`src/rtl/instr_fetch_unit.sv`:
```
// Instruction fetch stage: owns the PC, fetches over a req/ack handshake with retry
// on timeout, and presents the latched instruction (OP/Funct) to the control unit.
module instr_fetch_unit #(
    parameter logic [31:0] RESET_PC = 32'h0000_0000,
    parameter int          TIMEOUT  = 15
) (
    input  logic        clk,
    input  logic        reset,
    output logic [31:0] imem_addr,
    output logic        imem_req,
    input  logic [31:0] imem_rdata,
    input  logic        imem_ack,
    input  logic        advance,
    input  logic        Branch,
    input  logic        Zero,
    input  logic        Jump,
    output logic [31:0] instr,
    output logic [5:0]  OP,
    output logic [5:0]  Funct,
    output logic        instr_valid,
    output logic [31:0] pc,
    output logic [31:0] pc_plus4,
    output logic        fetch_err
);

    localparam int CNT_W = (TIMEOUT < 2) ? 1 : $clog2(TIMEOUT);

    typedef enum logic [1:0] {
        S_REQ  = 2'd0,
        S_WAIT = 2'd1,
        S_HOLD = 2'd2
    } state_t;

    state_t           state;
    state_t           state_nxt;
    logic [CNT_W-1:0] cnt;
    logic [CNT_W-1:0] cnt_nxt;
    logic [31:0]      pc_nxt;
    logic [31:0]      instr_nxt;
    logic             req_nxt;
    logic             valid_nxt;
    logic             err_nxt;
    logic             timeout_hit;

    // Jump beats a taken branch; the branch offset is a signed word count.
    function automatic logic [31:0] next_pc(
        input logic [31:0] pc4,
        input logic [31:0] iw,
        input logic        jmp,
        input logic        br,
        input logic        zf
    );
        logic signed [31:0] offset;
        offset = {{14{iw[15]}}, iw[15:0], 2'b00};
        if (jmp)
            next_pc = {pc4[31:28], iw[25:0], 2'b00};
        else if (br && zf)
            next_pc = pc4 + $unsigned(offset);
        else
            next_pc = pc4;
    endfunction

    assign imem_addr   = pc;
    assign pc_plus4    = pc + 32'd4;
    assign OP          = instr[31:26];
    assign Funct       = instr[5:0];
    // The current WAIT cycle is the TIMEOUT-th one without an ack.
    assign timeout_hit = (cnt == CNT_W'(TIMEOUT - 1));

    always_comb begin
        state_nxt = state;
        cnt_nxt   = cnt;
        pc_nxt    = pc;
        instr_nxt = instr;
        req_nxt   = imem_req;
        valid_nxt = instr_valid;
        err_nxt   = fetch_err;
        case (state)
            S_REQ: begin
                req_nxt   = 1'b1;
                cnt_nxt   = '0;
                state_nxt = S_WAIT;
            end
            S_WAIT: begin
                if (imem_ack) begin
                    instr_nxt = imem_rdata;
                    valid_nxt = 1'b1;
                    req_nxt   = 1'b0;
                    cnt_nxt   = '0;
                    state_nxt = S_HOLD;
                end else if (timeout_hit) begin
                    err_nxt   = 1'b1;
                    req_nxt   = 1'b0;
                    cnt_nxt   = '0;
                    state_nxt = S_REQ;
                end else begin
                    cnt_nxt   = cnt + 1'b1;
                end
            end
            S_HOLD: begin
                req_nxt = 1'b0;
                if (advance) begin
                    pc_nxt    = next_pc(pc_plus4, instr, Jump, Branch, Zero);
                    valid_nxt = 1'b0;
                    state_nxt = S_REQ;
                end
            end
            default: begin
                req_nxt   = 1'b0;
                cnt_nxt   = '0;
                state_nxt = S_REQ;
            end
        endcase
    end

    always_ff @(posedge clk or posedge reset) begin
        if (reset) begin
            state       <= S_REQ;
            cnt         <= '0;
            pc          <= RESET_PC;
            instr       <= '0;
            instr_valid <= 1'b0;
            imem_req    <= 1'b0;
            fetch_err   <= 1'b0;
        end else begin
            state       <= state_nxt;
            cnt         <= cnt_nxt;
            pc          <= pc_nxt;
            instr       <= instr_nxt;
            instr_valid <= valid_nxt;
            imem_req    <= req_nxt;
            fetch_err   <= err_nxt;
        end
    end

endmodule
```
`config.mk`:
```
export PLATFORM = sky130hd
export DESIGN_NAME = instr_fetch_unit
export DESIGN_NICKNAME = d
export VERILOG_FILES = /design/src/rtl/instr_fetch_unit.sv
export SDC_FILE = /design/constraint.sdc
export NUM_CORES = 1
export LEC_CHECK = 0
export ABC_AREA = 1
export CAP_MARGIN = 20
export CORE_MARGIN = 2
export CORE_UTILIZATION = 40
export DETAILED_ROUTE_END_ITERATION = 12
export PLACE_DENSITY = 0.8
export SLEW_MARGIN = 10
export SYNTH_ARGS = -nofsm -noshare
export SYNTH_HDL_FRONTEND = slang
export SYNTH_SLANG_ARGS = --single-unit
```
`constraint.sdc`:
```
create_clock -name clk -period 8.34 [get_ports clk]
set_clock_uncertainty 0.15 [all_clocks]
set_input_delay 1.668 -clock clk [delete_from_list [all_inputs] [get_ports clk]]
set_output_delay 1.668 -clock clk [all_outputs]
set_load 0.01 [all_outputs]
```
* Word-level counts from Yosys, hierarchy flattened *
Index checks and enable logic that the tools add are counted.

word-level totals
  register bits = 73
  logic and storage cells = 40

operators by class
  add/subtract/negate cells = 3
  equality and inequality tests = 6
  mux-type cells = 15
  bitwise operators = 1
  reduce and logical (&&, ||, !) cells = 8

operators by type and width
  kind                                                              number
  32-bit 2-to-1 mux                                                 2
  32-bit by 3-bit adder with 32-bit output (second input constant)  1
  32-bit adder                                                      1
  4-bit 2-to-1 mux                                                  2
  4-bit case mux with 2 select lines                                1
  2-bit 2-to-1 mux                                                  3
  2-bit case mux with 3 select lines                                1
  2-bit AND reduction                                               3
  3-bit AND reduction                                               2
  4-bit by 1-bit adder with 4-bit output (second input constant)    1
  4-bit == test (second input constant)                             1
  1-bit 2-to-1 mux                                                  4
  2-bit != test (second input constant)                             2
  1-bit case mux with 2 select lines                                2
  3-bit != test (second input constant)                             1
  2-bit by 1-bit == test with 1-bit output (second input constant)  1
  2-bit == test (second input constant)                             1
  2-bit logical NOT                                                 1
  2-bit nonzero test                                                1
  1-bit logical AND                                                 1
  1-bit NOT                                                         1

* Depth between registers and ports, before layout *
  depth in word-level cells = 4
  mapped depth = 24
  depth with buffers taken out = 24

* Worst setup path before layout *
OpenSTA, ideal clock, no wires.

  path type = register to output
  from = register pc[2], in the netlist imem_addr[2]
  to = output pc_plus4[20]
  data arrival time = 1.591 ns
  required time = 6.522 ns
  setup slack = 4.931 ns
  stages on the path, launching flop included = 8
  cell sequence = dfrtp_1 -> ha_1 -> nand3_2 -> nor2_4 -> nand2_4 -> nor2_8 -> nand2_2 -> xor2_1

between the ends
  longest elaborated chain between the ends = 1

ends and longest elaborated chain
  what                                      line  RTL
  start, declared                           21    output logic [31:0] pc,
  start signal, assigned                    128   pc <= pc_nxt;
  32-bit by 3-bit adder with 32-bit output  64    assign pc_plus4 = pc + 32'd4;
  end, declared                             22    output logic [31:0] pc_plus4,

No other way between the ends.

* Worst setup path after layout *
  from = register pc[3], in the netlist imem_addr[3]
  to = output pc_plus4[20]

Same word-level chain as after synthesis.

==> metrics.csv <==
stage,metric,value,unit
run_status,status,completed,
yosys,post-synth-top-area-cell,dfrtp_1,
yosys,syn_area,6990,sq um
routing,wl,22400,um
yosys,synth-simple-area-share,39.1,%
setup_path,rr_startpoint,imem_addr[3]$_DFFE_PP0P_,
cts,hold_buffers,0,
yosys,ys_async_sr_fraction,100,%
placement,place_area,8640,sq um
power,pwr_density_cell,457,nW/um^2
yosys,synth-compound-area-share,5.37,%
sta,hold_violations,0,
cts,postCtsSetupBuffers,0,
routing,wl_per_cell,15.4,um
setup_path,r2r-end,imem_addr[29]$_DFFE_PP0P_,
sta,tightest_slew,947,ps
worst_hold_path,min_from,instr_valid$_DFFE_PP0P_,
cts,cts_tree,built,
routing,postRouteAntennaNets,0,
power,seq_power_share,18.5,%
sta,rsz0062_at_grt,no,
setup_path,required,6520,ps
floorplanning,ios,182,
sta,slew_headroom,36.9,%
power,combPwrFrac,71.3,%
sta,fin_setup_tns,0,ps
cts,clk_latency,340,ps
yosys,synthMuxAreaShare,4.83,%
yosys,syn_inst,1100,
setup_path,critPathLaunchType,flip-flop,
cts,numCtsBuffers,9,
grt,grt_usage,24.3,%
layout,syn_to_final_growth,28.2,%
sta,period_share,55.6,%
power,p_sw_share,50.5,%
floorplanning,initial_core_util,40.7,%
setup_path,cp.arrival,2820,ps
flow_run,cap_viol_max_count,0,
yosys,ys_seq_elements,71,
yosys,synth_top_family_by_area,simple AND/OR/NAND/NOR gates,
grt,grt_pass1_vias,6908,
setup_path,crit_path_end_kind,output port,
yosys,synth_cell_types,44,
placement,io_buffers,175,
routing,vias,7416,
layout,multi_input_area,4190,sq um
grt,grt_max_degree,72,
setup_path,critPathMaxFanout,6,
cts,ctsResizeCount,0,
cts,root_buffer,clkbuf_16,
layout,final_layout_size_suffix_gt1_share,6.80,%
setup_path,cp_slowest_cell,clkdlybuf4s50_1,
sta,setup_violations,0,
routing,drtIter0Drc,761,
placement,hpwl,17700,um
floorplanning,rows,48,
layout,nNetsFinal,1308,
layout,fill_cells,1693,
floorplanning,die_area,18600,sq um
setup_path,rrSetupSlack,4720,ps
cts,cts_buffer_depth,2,
floorplanning,core,17200,sq um
yosys,synth_fa_ha_area_share,7.08,%
grt,grt_pass1_wl,35200,um
setup_path,crit_chain,ha_1 -> nand3_2 -> nor2_4 -> nand2_4 -> nor2_8 -> nand2_2 -> xor2_1 -> clkdlybuf4s50_1,
cts,cts.htree.levels,3,
yosys,ys_warn_count,0,
setup_path,critPathMaxStageDelay,610,ps
worst_hold_path,min_to,instr_valid$_DFFE_PP0P_,
yosys,synth_xor_area_share,3.09,%
worst_hold_path,worstHoldPathType,flip-flop to flip-flop,
layout,final_area,8970,sq um
yosys,synthFlopType,dfrtp_1,
sta,fmax,216,MHz
yosys,yosys.area.top_type_share,25.4,%
setup_path,rr_worst_depth,20,
yosys,synthTopCellsByArea,"dfrtp_1 25%, nand2_1 21%, inv_1 8.6%",
layout,antennaDiodeCount,0,
floorplanning,die_y,136,um
yosys,yosysSeqAreaShare,25.4,%
cts,clk_pin_slew,60,ps
sta,fin_crit,4630,ps
cts,cts_sinks,71,
layout,ff_latch_area,1780,sq um
routing,remaining_drc_errors,0,
power,leakage,4.64,nW
grt,overflow,0,
routing,dr.pass1.iters,5,
power,switching_power,2.07,mW
routing,via_per_inst,5.08,
power,power.internal,2.03,mW
power,power_frac_clock,10.2,%
grt,antenna_found_initial,0,
floorplanning,die_w,136,um
yosys,synth_edf_count,0,
sta,maxSlewViolCount,0,
yosys,syn_area_per_cell,6.36,sq um
worst_hold_path,hold_depth,2,
power,ir_drop,0.000211,V
setup_path,critPathKind,flip-flop to output port,
placement,gp_congestion,0.982,
==> worst max path at each step <==
stage                             startpoint                       end
floorplan                              reset        cnt[0]$_DFFE_PP0N_
global placement                      Branch  imem_addr[4]$_DFFE_PP0P_
detailed placement                    Branch  imem_addr[4]$_DFFE_PP0P_
CTS                 imem_addr[2]$_DFFE_PP0P_              pc_plus4[20]
global route        imem_addr[2]$_DFFE_PP0P_              pc_plus4[20]
finish              imem_addr[3]$_DFFE_PP0P_              pc_plus4[20]
==> cell type report <==
type                            instances  area share (%)
Clock buffer                           11            2.71
Clock inverter                          5           0.907
Inverter                              165            6.91
Multi-Input combinational cell        804            46.7
Sequential cell                        71            19.8
Tap cell                              225            3.14
Timing Repair Buffer                  179            19.9
==> registers in the layout, summed over array words and instances (netlist names) <==
signal	cells
instr	32
imem_addr	30
cnt	4
state	2
fetch_err	1
imem_req	1
instr_valid	1
==> stage by stage <==
| stage | hold slack, ps | util (%) | std cells | setup slack [ps] | total power [mW] |
|---|---|---|---|---|---|
| global route | 339 | 52.2 | 1460 | 3580 | 4.44 |
| global placement | 305 | 50.3 | 1444 | 3980 | 3.58 |
| finish | 318 | 52.2 | 1460 | 3710 | 4.10 |
| detailed placement | 307 | 50.3 | 1444 | 3970 | 3.62 |
| CTS | 323 | 52.2 | 1460 | 3730 | 4.07 |
| floorplan | 304 | - | 1105 | 4730 | 2.55 |
==> Yosys cell counts, drive strengths merged, types with 2 or more instances <==
cell / instances
o21bai: 3
dfrtp: 71
o22ai: 2
xor2: 18
ha: 38
inv: 164
or2: 8
o21ai: 23
nand3b: 2
nand3: 88
o211ai: 4
nor3: 9
mux2: 30
buf: 55
a21oi: 28
and3: 2
nand2: 403
clkbuf: 10
o221ai: 3
nand4: 9
xnor2: 5
and2: 11
nor2: 107
==> per-layer routing <==
metal / track usage, % / up-vias / wire, um
met5: 0 / - / 0
met4: 11.7 / 0 / 1040
met3: 3.73 / 72 / 1880
met2: 38.6 / 333 / 10200
met1: 32.3 / 3384 / 9320
li1: - / 3627 / -
==> layout by cell type (no fill, tap or decap), drive strengths merged, types with 11 or more instances in the layout <==
cell and n:
xor2 18, o21ai 23, clkdlybuf4s50 175, dfrtp 71, clkbuf 11, a21oi 28, inv 164, nand2 403
and2 11, mux2 30, ha 38, nand3 88, nor2 107
==> power groups by stage <==
| stage | combinational, mW | clock, mW | sequential (mW) |
|---|---|---|---|
| after global placement | 2.83 | 0 | 0.747 |
| after CTS | 2.89 | 0.428 | 0.751 |
| after floorplan | 1.79 | 0 | 0.759 |
| final | 2.92 | 0.420 | 0.758 |
| after detailed placement | 2.87 | 0 | 0.754 |
| after global routing | 3.22 | 0.439 | 0.782 |
==> worst max-delay path, delay by kind of cell, from the launching register on <==
family	cells	cell delay [ps]
xor gates and xnor gates	1	340
and+or+nand+nor	5	780
buffers and inverters	1	610
DFF	1	450
adders and majority gates	1	290
==> cells by family (layout without fill, tap and decap cells) <==
group                      Yosys count  after routing
and+or+nand+nor                    640            640
buffers and inverters              230            360
DFF                                 71             71
AOI/OAI and AO/OA                   66             66
adders and majority gates           39             39
muxes                               30             30
xor gates and xnor gates            23             23
other                                1              6
Note: power is estimated with default switching activity, not from simulation.
